==> src/rtl/mem_rsp_gather.sv <==
`default_nettype none
// mem_rsp_gather: gathers split coalescer read beats per tag into one full-mask response (rev 1.0).
// Optional build macro MEM_RSP_GATHER_PERF_EN adds perf_beats / perf_merged counters.
module mem_rsp_gather #(
  parameter int NUM_REQS   = 4,
  parameter int DATA_WIDTH = 32,
  parameter int TAG_WIDTH  = 8,
  parameter int UUID_WIDTH = 0,
  parameter int IDX_WIDTH  = 3
) (
  input  logic                           clk,
  input  logic                           reset,
  input  logic                           trk_valid,
  input  logic [NUM_REQS-1:0]            trk_mask,
  input  logic [TAG_WIDTH-1:0]           trk_tag,
  output logic                           trk_ready,
  input  logic                           rsp_in_valid,
  input  logic [NUM_REQS-1:0]            rsp_in_mask,
  input  logic [NUM_REQS*DATA_WIDTH-1:0] rsp_in_data,
  input  logic [TAG_WIDTH-1:0]           rsp_in_tag,
  output logic                           rsp_in_ready,
  output logic                           rsp_out_valid,
  output logic [NUM_REQS-1:0]            rsp_out_mask,
  output logic [NUM_REQS*DATA_WIDTH-1:0] rsp_out_data,
  output logic [TAG_WIDTH-1:0]           rsp_out_tag,
  input  logic                           rsp_out_ready
`ifdef MEM_RSP_GATHER_PERF_EN
  ,
  output logic [31:0]                    perf_beats,
  output logic [31:0]                    perf_merged
`endif
);

  localparam int c_ENTRIES   = 1 << IDX_WIDTH;
  localparam int c_DW        = NUM_REQS * DATA_WIDTH;
  localparam int c_TAG_LO_W  = TAG_WIDTH - UUID_WIDTH;

  logic [c_ENTRIES-1:0] r_busy;
  logic [NUM_REQS-1:0]  r_exp  [c_ENTRIES];
  logic [NUM_REQS-1:0]  r_rem  [c_ENTRIES];
  logic [c_DW-1:0]      r_data [c_ENTRIES];

  logic                 r_out_valid;
  logic [NUM_REQS-1:0]  r_out_mask;
  logic [c_DW-1:0]      r_out_data;
  logic [TAG_WIDTH-1:0] r_out_tag;

  logic [IDX_WIDTH-1:0] w_trk_idx;
  logic [IDX_WIDTH-1:0] w_in_idx;
  logic                 w_trk_fire;
  logic                 w_in_fire;
  logic                 w_beat_ok;
  logic                 w_final;
  logic [NUM_REQS-1:0]  w_eff_mask;
  logic [NUM_REQS-1:0]  w_rem_n;
  logic [c_DW-1:0]      w_merged;
  logic                 w_unused_trk_tag;

  assign w_trk_idx        = trk_tag[IDX_WIDTH-1:0];
  assign w_in_idx         = rsp_in_tag[IDX_WIDTH-1:0];
  assign w_unused_trk_tag = ^trk_tag[TAG_WIDTH-1:IDX_WIDTH];

  assign trk_ready    = ~r_busy[w_trk_idx];
  assign rsp_in_ready = ~r_out_valid | rsp_out_ready;

  assign w_trk_fire = trk_valid & trk_ready;
  assign w_in_fire  = rsp_in_valid & rsp_in_ready;
  // Beats to idle entries are dropped; stray lanes outside rem_mask are ignored.
  assign w_beat_ok  = w_in_fire & r_busy[w_in_idx];
  assign w_eff_mask = rsp_in_mask & r_rem[w_in_idx];
  assign w_rem_n    = r_rem[w_in_idx] & ~rsp_in_mask;
  assign w_final    = w_beat_ok & (w_rem_n == '0);

  generate
    for (genvar l = 0; l < NUM_REQS; l++) begin : g_lane
      assign w_merged[l*DATA_WIDTH +: DATA_WIDTH] = w_eff_mask[l]
          ? rsp_in_data[l*DATA_WIDTH +: DATA_WIDTH]
          : r_data[w_in_idx][l*DATA_WIDTH +: DATA_WIDTH];
    end
  endgenerate

  always_ff @(posedge clk or negedge reset) begin
    if (!reset) begin
      r_busy <= '0;
    end else begin
      if (w_trk_fire) r_busy[w_trk_idx] <= 1'b1;
      if (w_final)    r_busy[w_in_idx]  <= 1'b0;
    end
  end

  // Entry payload needs no reset: it is only read while busy is set.
  always_ff @(posedge clk) begin
    if (w_trk_fire) begin
      r_exp[w_trk_idx] <= trk_mask;
      r_rem[w_trk_idx] <= trk_mask;
    end
    if (w_beat_ok) begin
      r_rem[w_in_idx]  <= w_rem_n;
      r_data[w_in_idx] <= w_merged;
    end
  end

  always_ff @(posedge clk or negedge reset) begin
    if (!reset) begin
      r_out_valid <= 1'b0;
      r_out_mask  <= '0;
      r_out_data  <= '0;
      r_out_tag   <= '0;
    end else if (w_final) begin
      r_out_valid <= 1'b1;
      r_out_mask  <= r_exp[w_in_idx];
      r_out_data  <= w_merged;
      r_out_tag   <= rsp_in_tag;
    end else if (rsp_out_ready) begin
      r_out_valid <= 1'b0;
      r_out_mask  <= '0;
      r_out_data  <= '0;
      r_out_tag   <= '0;
    end
  end

  assign rsp_out_valid = r_out_valid;
  assign rsp_out_mask  = r_out_mask;
  assign rsp_out_data  = r_out_data;
  assign rsp_out_tag   = r_out_tag;

`ifdef MEM_RSP_GATHER_PERF_EN
  logic [31:0] r_perf_beats;
  logic [31:0] r_perf_merged;

  // A completion was multi-beat if lanes had already been consumed before this beat.
  always_ff @(posedge clk or negedge reset) begin
    if (!reset) begin
      r_perf_beats  <= '0;
      r_perf_merged <= '0;
    end else begin
      if (w_in_fire) r_perf_beats <= r_perf_beats + 32'd1;
      if (w_final && (r_rem[w_in_idx] != r_exp[w_in_idx])) r_perf_merged <= r_perf_merged + 32'd1;
    end
  end

  assign perf_beats  = r_perf_beats;
  assign perf_merged = r_perf_merged;
`endif

  a_cfg_idx_fits: assert property (@(posedge clk) IDX_WIDTH <= c_TAG_LO_W);
  a_beat_busy: assert property (@(posedge clk) disable iff (!reset)
      w_in_fire |-> r_busy[w_in_idx]);
  a_beat_in_rem: assert property (@(posedge clk) disable iff (!reset)
      w_beat_ok |-> ((rsp_in_mask & ~r_rem[w_in_idx]) == '0));

endmodule
`default_nettype wire
==> config.mk <==
export PLATFORM = sky130hd
export DESIGN_NAME = mem_rsp_gather
export DESIGN_NICKNAME = d
export VERILOG_FILES = /design/src/rtl/mem_rsp_gather.sv
export SDC_FILE = /design/constraint.sdc
export NUM_CORES = 1
export LEC_CHECK = 0
export BUFFER_PORTS_ARGS = -buffer_cell sky130_fd_sc_hd__buf_4
export CAP_MARGIN = 20
export CORE_ASPECT_RATIO = 1.5
export CORE_MARGIN = 4
export CORE_UTILIZATION = 53
export DETAILED_ROUTE_END_ITERATION = 6
export PLACE_DENSITY_LB_ADDON = 0.05
export RECOVER_POWER = 100
export SLEW_MARGIN = 20
export SYNTH_ARGS = -nofsm -noshare
export SYNTH_HDL_FRONTEND = slang
export SYNTH_SLANG_ARGS = --single-unit
==> constraint.sdc <==
create_clock -name clk -period 13.8 [get_ports clk]
set_input_delay 2.07 -clock clk [delete_from_list [all_inputs] [get_ports clk]]
set_output_delay 2.07 -clock clk [all_outputs]
set_load 0.03 [all_outputs]
==> results by stage, run 1 <==
Outcome:
- The flow ran to the end, but the final reports show violations.
- The checks that failed: max-capacitance violations, max-slew violations.

STA:
- At the pin with the least slew margin, the transition time is ~5.0 ns.
- Setup total negative slack on the finished layout was measured at 0 ns.
- The count of endpoints failing setup in the final report is 0.
- The post-route clock skew is 0.0214 ns.
- Setup repair after global routing left no endpoint under its margin.
- Of the available clock period, the critical path in the final layout requires a little under 70%.
- Across all setup checks in the final design, the least slack found is 4.45 ns.
- The final count of pins violating max slew was 1011.
- For the finished layout, the period the worst path requires is around 9.3 ns.
- The worst pin sits at a relative slew slack of -232%.
- The count of endpoints failing hold in the final timing report is 0.
- Static timing analysis puts the maximum clock frequency at 0.107 GHz.

Placed design:
- The number of buffers inserted by port buffering is approximately 300.
- The number of placed cells counting well taps is 3960.
- The cell area reported after detailed placement is 50800 sq um.
- The post-placement setup slack is 6.85 ns.
- The congestion estimate from routability-driven global placement came to around 0.74.
- The placed wire-length estimate is 59800 microns.

Synthesis:
- The register bit count reported by yosys is 1237.
- Synthesis produced a netlist with a net count of 2793.
- The leading register cell type out of synthesis is edfxtp_1.
- The number of warnings reported in the yosys synthesis log is 0.
- The netlist uses 39 different library cells.
- Sequential elements use 76.9% of the synthesized area.
- Counting flops with an async set or reset pin after synthesis yields a share of between 10% and 20%.
- Yosys mapped a number of flops with a built-in enable equal to 1088.
- Dividing the synthesized area by the synthesized cell count gives 18.0 sq um.
- The number of cells produced by synthesis is 2636.
- The cell area that synthesis handed to floorplanning was ~47000 sq um.

Global route:
- The pin count of the biggest net entering global routing is 135.
- The total congestion overflow after global routing is 0.
- The global routing met1 resource utilization is between 30% and 40%.
- The initial antenna violation count was 6.
- The first global-routing pass estimated 179000 microns of wire.
- The global routing's busiest layer is met2.
- The fraction of met2 tracks used by global routing is 42.1%.
- The all-layer global routing usage is 25.3%.
- For met3 alone, demand over resource in global routing was 4.10%.
- The number of global-route vias before repair was 27500.

Power and ir drop:
- Power comes to slightly above 8000 uW.
- The fraction of power spent switching nets is 22.2%.
- The net switching power is 1840 uW.
- The worst vdd rail ir drop is 120 uV.
- The power density over the cells is 154 nW/um^2.
- The internal portion of the total power is 6460 uW.
- The part of the power in registers is 52.2%.
- The portion of total power attributed to the clock network is around 40%.
- The leakage power summed over all cells is 0.0183 uW.
- The power share of the combinational group is 7.9%.

Die:
- The floorplan step defined a die boundary enclosing between 90000 and 100000 sq um.
- In this run the vertical extent of the chip is 374 microns.
- The core outline area is about 90000 sq um.
- The initialized floorplan defines 134 standard-cell rows.
- In this run the count of I/O pins placed on the die edge is 300.
- For this configuration, the core starts out at a cell density of a little over half.
- The die is 252 microns wide.

Drt:
- The routed wirelength normalized by instance count is about 29 microns.
- Using the TritonRoute via totals, the vias-per-cell ratio works out to 6.26.
- The post-detailed-route count of antenna-violating nets is 0.
- After detailed routing, the total wire length is 121000 microns.
- The detailed router placed roughly 26000 vias in this run.
- The post-route DRC violation count is 0.
- The number of DRC violations after detailed-routing iteration 0 is 2208.
- The length of the first detailed-routing pass in iterations is 7.

Cells and area:
- The filler cell count is 6751.
- Once layout is done, the placed cells without fillers occupy 53900 sq um.
- The area growth from synthesis to layout is 13.8%.
- The final net count is between 3000 and 4000.
- The fraction of final layout cells sized beyond drive strength 1 is 16.9%.
- The final cell count without fillers is approximately 4200.

Critical path:
- The cell with the most instances on the worst path is clkbuf_1.
- The slack of the worst reg-to-reg path is 7.50 ns.
- The combined buffer and inverter count along the critical path is 5.
- STA puts the critical path data required time at 14.22 ns.
- Traced cell by cell, the critical path runs through clkbuf_1 > nand2_1 > o22ai_1 > o211ai_1 > clkbuf_1 > nor2_4 > clkbuf_1 > buf_4 > buf_4 > mux2_2.
- The worst register-to-register path ends at rsp_out_data[78].
- STA classifies the critical path endpoint as a flip-flop.
- The critical path depth in cells is 10.
- The critical path in this run is classified as in -> reg.
- The signal arrival time at the worst endpoint is around 9.8 ns.
- The launching point of the worst reg2reg path is r_busy[4].
- The maximum fanout along the worst path is 50.
- In this run the worst setup path terminates at r_rem[2][2].
- STA classifies the critical path startpoint as an input port.
- For this run, the slowest stage of the critical path takes 2.18 ns.
- The depth of the worst register-to-register path is 8.
- The most critical setup path has its startpoint at rsp_in_tag[0].
- The cell family contributing the most delay on the critical path is buffers and inverters.
- Among all stages on the critical path, the largest delay is contributed by clkbuf_1.

Clocking:
- TritonCTS built the clock tree.
- The hold buffer count at cts is 0.
- After clock tree synthesis, the repair step resized 0 gates.
- The total clock buffers created by CTS is 109.
- The clock latency reported for the late side of the worst-skew pair is 0.68 ns.
- In this run the number of H-tree levels came out at 3.
- After clock tree synthesis, the clock-pin slew on the worst setup and hold paths is 0.07 ns.
- In this run the clock root is driven by a clkbuf_16.
- The clock net in this run drives a total of 1237 sinks.
- The number of buffers between clock root and the deepest sink is 3.
- Once the clock tree was built, the setup fixing pass inserted 0 buffers.

Hold path:
- The source of the worst hold timing path is r_busy[2].
- The kind of path behind the tightest hold check is reg -> reg.

Job:
- The number of maximum-capacitance constraint violations is 17.
-- power groups by stage --
| stage | clock network (uW) | logic (uW) | registers (uW) |
|---|---|---|---|
| 6_report | 3310 | 652 | 4330 |
| 5_1_grt | 3530 | 703 | 4340 |
| 4_1_cts | 3380 | 721 | 4330 |
| 3_5_place_dp | 0 | 720 | 4410 |
| 3_3_place_gp | 0 | 702 | 4400 |
| 2_1_floorplan | 0 | 370 | 4480 |
-- cell families (layout without fill, tap and decap cells) --
group | after synthesis | count (layout) | synth area share (%)
AO/OA/AOI/OAI | 545 | 545 | 8.60
buffers and inverters | 186 | 561 | 1.67
AND/OR/NAND/NOR | 334 | 334 | 4.30
multiplexers | 334 | 334 | 8.55
other | 0 | 2 | 0
flip-flops | 1237 | 1237 | 76.9
-- layout by cell type, fill, tap and decap left out, types with 3 or more instances in the layout --
cell type and count:
edfxtp_1 1088, bufinv_16 23, nand2_1 9, o21ai_0 8, mux2_2 115, nor2_4 5
nand4_1 128, nor2b_1 140, clkinvlp_4 8, o22ai_1 8, o221ai_1 4, or2_0 3
buf_4 177, a2bb2oi_1 4, clkbuf_2 3, a22oi_1 515, mux2i_1 18, nor2_1 9
dfrtp_1 149, clkinv_2 28, nand2b_1 8, clkbuf_1 174, clkbuf_16 113, inv_1 11
clkbuf_8 9, clkinv_1 7, nor3_1 4, mux2_1 193, nor3b_2 3, mux4_2 6
or3_1 3
-- cell type report --
class                      instances  area [sq um]  area share, %
antenna                            2          5.00        0.00929
tap                             1156          1450           2.68
clock inverter                    72           985           1.83
multi-input combinational       1213         10000           18.6
timing repair buffer             343          1990           3.69
clock buffer                     135          3000           5.57
inverter                          11          41.3         0.0766
sequential                      1237         36400           67.6
-- flip-flops by register name, indices dropped and copies added, names as in the netlist --
name           cells
r_busy             8
r_data          1024
r_exp             32
r_rem             32
rsp_out_data     128
rsp_out_mask       4
rsp_out_tag        8
rsp_out_valid      1
-- worst min path at each step --
stage / to / slack [ns] / depth (start not counted)
after detailed placement: r_busy[2] / 0.52 / 1
final: r_busy[2] / 0.53 / 1
after global placement: r_busy[2] / 0.51 / 1
after floorplan: r_busy[2] / 0.48 / 1
after global routing: r_busy[2] / 0.57 / 1
after CTS: r_busy[2] / 0.53 / 1
-- stage by stage --
step | util, % | hold slack (ns)
2_1_floorplan | - | 0.477
3_3_place_gp | 57.2 | 0.508
3_5_place_dp | 57.2 | 0.517
4_1_cts | 61.7 | 0.531
5_1_grt | 60.6 | 0.568
6_report | 60.6 | 0.528
-- layer usage --
metal	up-vias	share of wire, %
met1	13600	41
met2	981	50
met5	-	0.040
li1	11300	-
met4	8	2.6
met3	181	6.4
-- cells in the mapped netlist, drive strengths merged, types with 5 or more instances --
cell type	count	area, sq um
inv	11	41.3
nand2b	10	62.6
nand2	11	41.3
nand4	128	801
o21ai	8	40.0
nor2b	140	876
nor3	6	30.0
edfxtp	1088	32700
or2	5	31.3
a22oi	515	3870
mux4	6	135
buf	30	205
o22ai	8	50.1
clkbuf	145	544
dfrtp	149	3730
mux2i	18	180
mux2	310	3730
nor3b	5	37.5
nor2	14	52.6
Power figures use the tool's default switching activity.
==> inputs of run 2 (changes only) <==
Clock period 13.8 ns to 9.53 ns, I/O delays scaled along.
==> run 2 against run 1 <==
Effect of this change:
- the flow still finishes with violations (max-capacitance violations, max-slew violations)
- first-iteration DRC count shrank 0.54%
- flip-flop and latch count stayed put
- worst hold slack improved by 0.015 ns
- global-route usage decreased by 0.26 points
- setup slack got worse by 1.6 ns
- clock power rose by 46%
- final cell count hardly changed
- non-clock buffer count shrank 2
- routed wire length is 0.20% lower
- sequential power up 45%
- highest routed layer unchanged
==> results by stage, run 2 (same netlist as run 1, synthesis figures left out) <==
Clocking:
- The TritonCTS clock tree was done (unchanged).
- The hold buffer count at cts is 0 (unchanged).
- The depth of the CTS H-tree came to 3 (unchanged).
- The number of buffers added for setup after CTS was 0 (unchanged).
- The clock transition at the registers of the reported paths is 0.06 ns (was 0.07 ns).
- The master cell of the clock root buffer is clkbuf_16 (unchanged).
- The total clock sinks is 1237 (unchanged).
- The total clock buffers created by CTS is 110 (was 109).
- The number of buffers between clock root and the deepest sink is 3 (unchanged).
- The clock latency reported for the late side of the worst-skew pair is 0.71 ns (was 0.68 ns).
- The quantity of gates resized following cts is 0 (unchanged).

STA:
- The post-route clock skew is 0.0220 ns (was 0.0214 ns).
- The maximum clock frequency is 0.150 GHz.
- Subtracting the final worst setup slack from the clock period gives 6.68 ns.
- The count of endpoints failing setup in the final report is 0 (unchanged).
- The relative max-transition margin was -171% (was -232%).
- The post-route fraction of the period consumed by the critical path is 70.1%.
- The count of endpoints failing hold in the final timing report came to 0 (unchanged).
- The slew at the pin with the worst max-slew slack is 4.07 ns (was 4.97 ns).
- The setup total negative slack came to 0 ns (unchanged).
- The final count of pins violating max slew was 281 (was 1011).
- Unrepaired setup endpoints after global routing: false (unchanged).

Global route:
- The number of global-route vias before repair is 27000 (was 27500).
- The first-pass GRT wire length is 176000 microns (was 179000 microns).
- The initial antenna violation count was 9 (was 6).
- The pin count of the biggest net entering global routing is 129 (was 135).
- The all-layer global routing usage is 25.0% (was 25.3%).
- The total congestion overflow after global routing was 0 (unchanged).

Placed design:
- The placed wire-length estimate is 59100 microns (was 59800 microns).
- The routability congestion estimate came to 0.758 (was 0.741).
- The number of buffers inserted by port buffering is 294 (unchanged).
- The cell area reported after detailed placement was 50800 sq um (about the same).

Cells and area:
- The largest register by flop count is r_data (unchanged).
- The fraction of final layout cells sized beyond drive strength 1 is 16.8% (was 16.9%).
- The area growth from synthesis to layout is 13.9% (was 13.8%).
- Leading cell types in the layout, fill and taps excluded: 1088 x edfxtp_1, 515 x a22oi_1, 194 x mux2_1 (was 1088 x edfxtp_1, 515 x a22oi_1, 193 x mux2_1).
- The flip-flop count of the largest register after layout is 1024 (unchanged).
- The final net count is 3071 (was 3072).
- The cell area after layout is 53900 sq um (about the same).
- The post-layout utilization of the core is 60.7% (was 60.6%).
- The commonest non-fill, non-tap cell in the layout is edfxtp_1 (unchanged).

Outcome:
- Failing checks: max-capacitance violations, max-slew violations (unchanged).
- Status: finished, violations left (unchanged).

Power and ir drop:
- The leakage power summed over all cells is 0.0183 uW (about the same).
- The net switching power is 2690 uW (was 1840 uW).
- The worst vdd rail ir drop is 158 uV (was 120 uV).
- The internal power consumption is 9340 uW (was 6460 uW).
- The part of the power in registers is 52.1% (was 52.2%).
- The fraction of power spent switching nets is 22.4% (was 22.2%).
- The portion of total power attributed to the clock network was 40.0% (was 39.9%).
- The power share of the combinational group is 7.8% (was 7.9%).
- The power density over the cells is 223 nW/um^2 (was 154 nW/um^2).

Drt:
- The per-cell via count in the routed design came to 6.26 (about the same).
- The number of DRC violations after detailed-routing iteration 0 was 2196 (was 2208).
- The post-route DRC violation count is 0 (unchanged).
- The overall via count from detail_route is 26100 (about the same).
- The wire length after detailed routing is 120000 microns (was 121000 microns).
- The routed wirelength normalized by instance count was 28.9 microns (was 29.0 microns).
- The post-detailed-route count of antenna-violating nets is 0 (unchanged).
- The length of the first detailed-routing pass in iterations is 5 (was 7).

Die:
- The count of boundary I/O pins is 300 (unchanged).
- The number of placement rows came to 134 (unchanged).
- The core outline area was 88900 sq um (unchanged).
- The die extent in y is 374 microns (unchanged).
- The die boundary width was 252 microns (unchanged).
- The initial cell density of the core is 53.3% (unchanged).
- The floorplan die area was 94300 sq um (unchanged).

Job:
- The number of maximum-capacitance constraint violations came to 8 (was 17).

Critical path:
- The critical path capture point type is a flip-flop (unchanged).
- The maximum fanout along the worst path is 53 (was 50).
- The critical setup path kind is in -> reg (unchanged).
- The signal arrival time at the worst endpoint is 7.00 ns (was 9.77 ns).
- The worst endpoint required time was 9.85 ns (was 14.22 ns).
- The critical path launch point type is an input port (unchanged).

Hold path:
- The kind of path behind the tightest hold check is reg -> reg (unchanged).
==> run 2: cell types whose count changed in the layout (fill, tap and decap cells not counted), sizes merged <==
cell      before  now
buf          179  185
bufinv        23   21
clkbuf       299  307
clkinv        39   26
clkinvlp       8    6
diode          2    5
inv           13   16
==> run 2: power by group through the flow <==
stage          Sequential, uW  Combinational [uW]  Clock [uW]
6_report                 6270                 944        4820
5_1_grt                  6280                1020        5100
4_1_cts                  6270                1050        4890
3_5_place_dp             6380                1040           0
3_3_place_gp             6370                1020           0
2_1_floorplan            6480                 536           0
==> run 2: worst paths after layout <==
kind	start	end	depth (start not counted)	slack, ns
worst min register to register	rsp_out_mask[2]	rsp_out_mask[2]	2	0.54
worst max-delay path	rsp_in_tag[1]	r_data[6][86]	8	2.85
worst max register to register	r_busy[2]	r_data[6][86]	7	4.74
max in group asynchronous	reset	rsp_out_data[36]	2	4.85
min in group asynchronous	reset	rsp_out_data[108]	1	2.14
worst min-delay path	rsp_out_mask[2]	rsp_out_mask[2]	2	0.54
==> run 2: worst max-delay path: stages <==
cell      delay [ns]
clkbuf_1        1.28
nand2_1         0.34
o22ai_1         0.28
o211ai_1        0.11
clkbuf_1        0.44
nor2_4          0.22
clkbuf_1        1.81
buf_4           0.99
==> run 2: cell type report <==
class                           count  area [sq um]
Antenna cell                        5          12.5
Clock buffer                      151          3110
Clock inverter                     58           857
Fill cell                        6757         34900
Inverter                           11          41.3
Multi-Input combinational cell   1213         10000
Sequential cell                  1237         36400
Tap cell                         1156          1450
Timing Repair Buffer              341          2060
==> run 2: per-layer routing <==
layer	vias up	part of all wire (%)	GRT usage, %
met5	-	0.045	0
met4	8	2.2	7.29
met3	167	7.1	4.37
met2	970	49	41.0
met1	13700	42	34.8
li1	11300	-	-
==> run 2: per-stage QoR <==
step	instances	worst slack (ns)	hold WS [ns]	power, uW
final	4172	2.85	0.543	12000
after global routing	4167	2.45	0.572	12400
after CTS	4167	4.92	0.552	12200
after detailed placement	3958	4.18	0.522	7420
after global placement	3958	4.23	0.511	7390
after floorplan	2636	0.239	0.477	7010
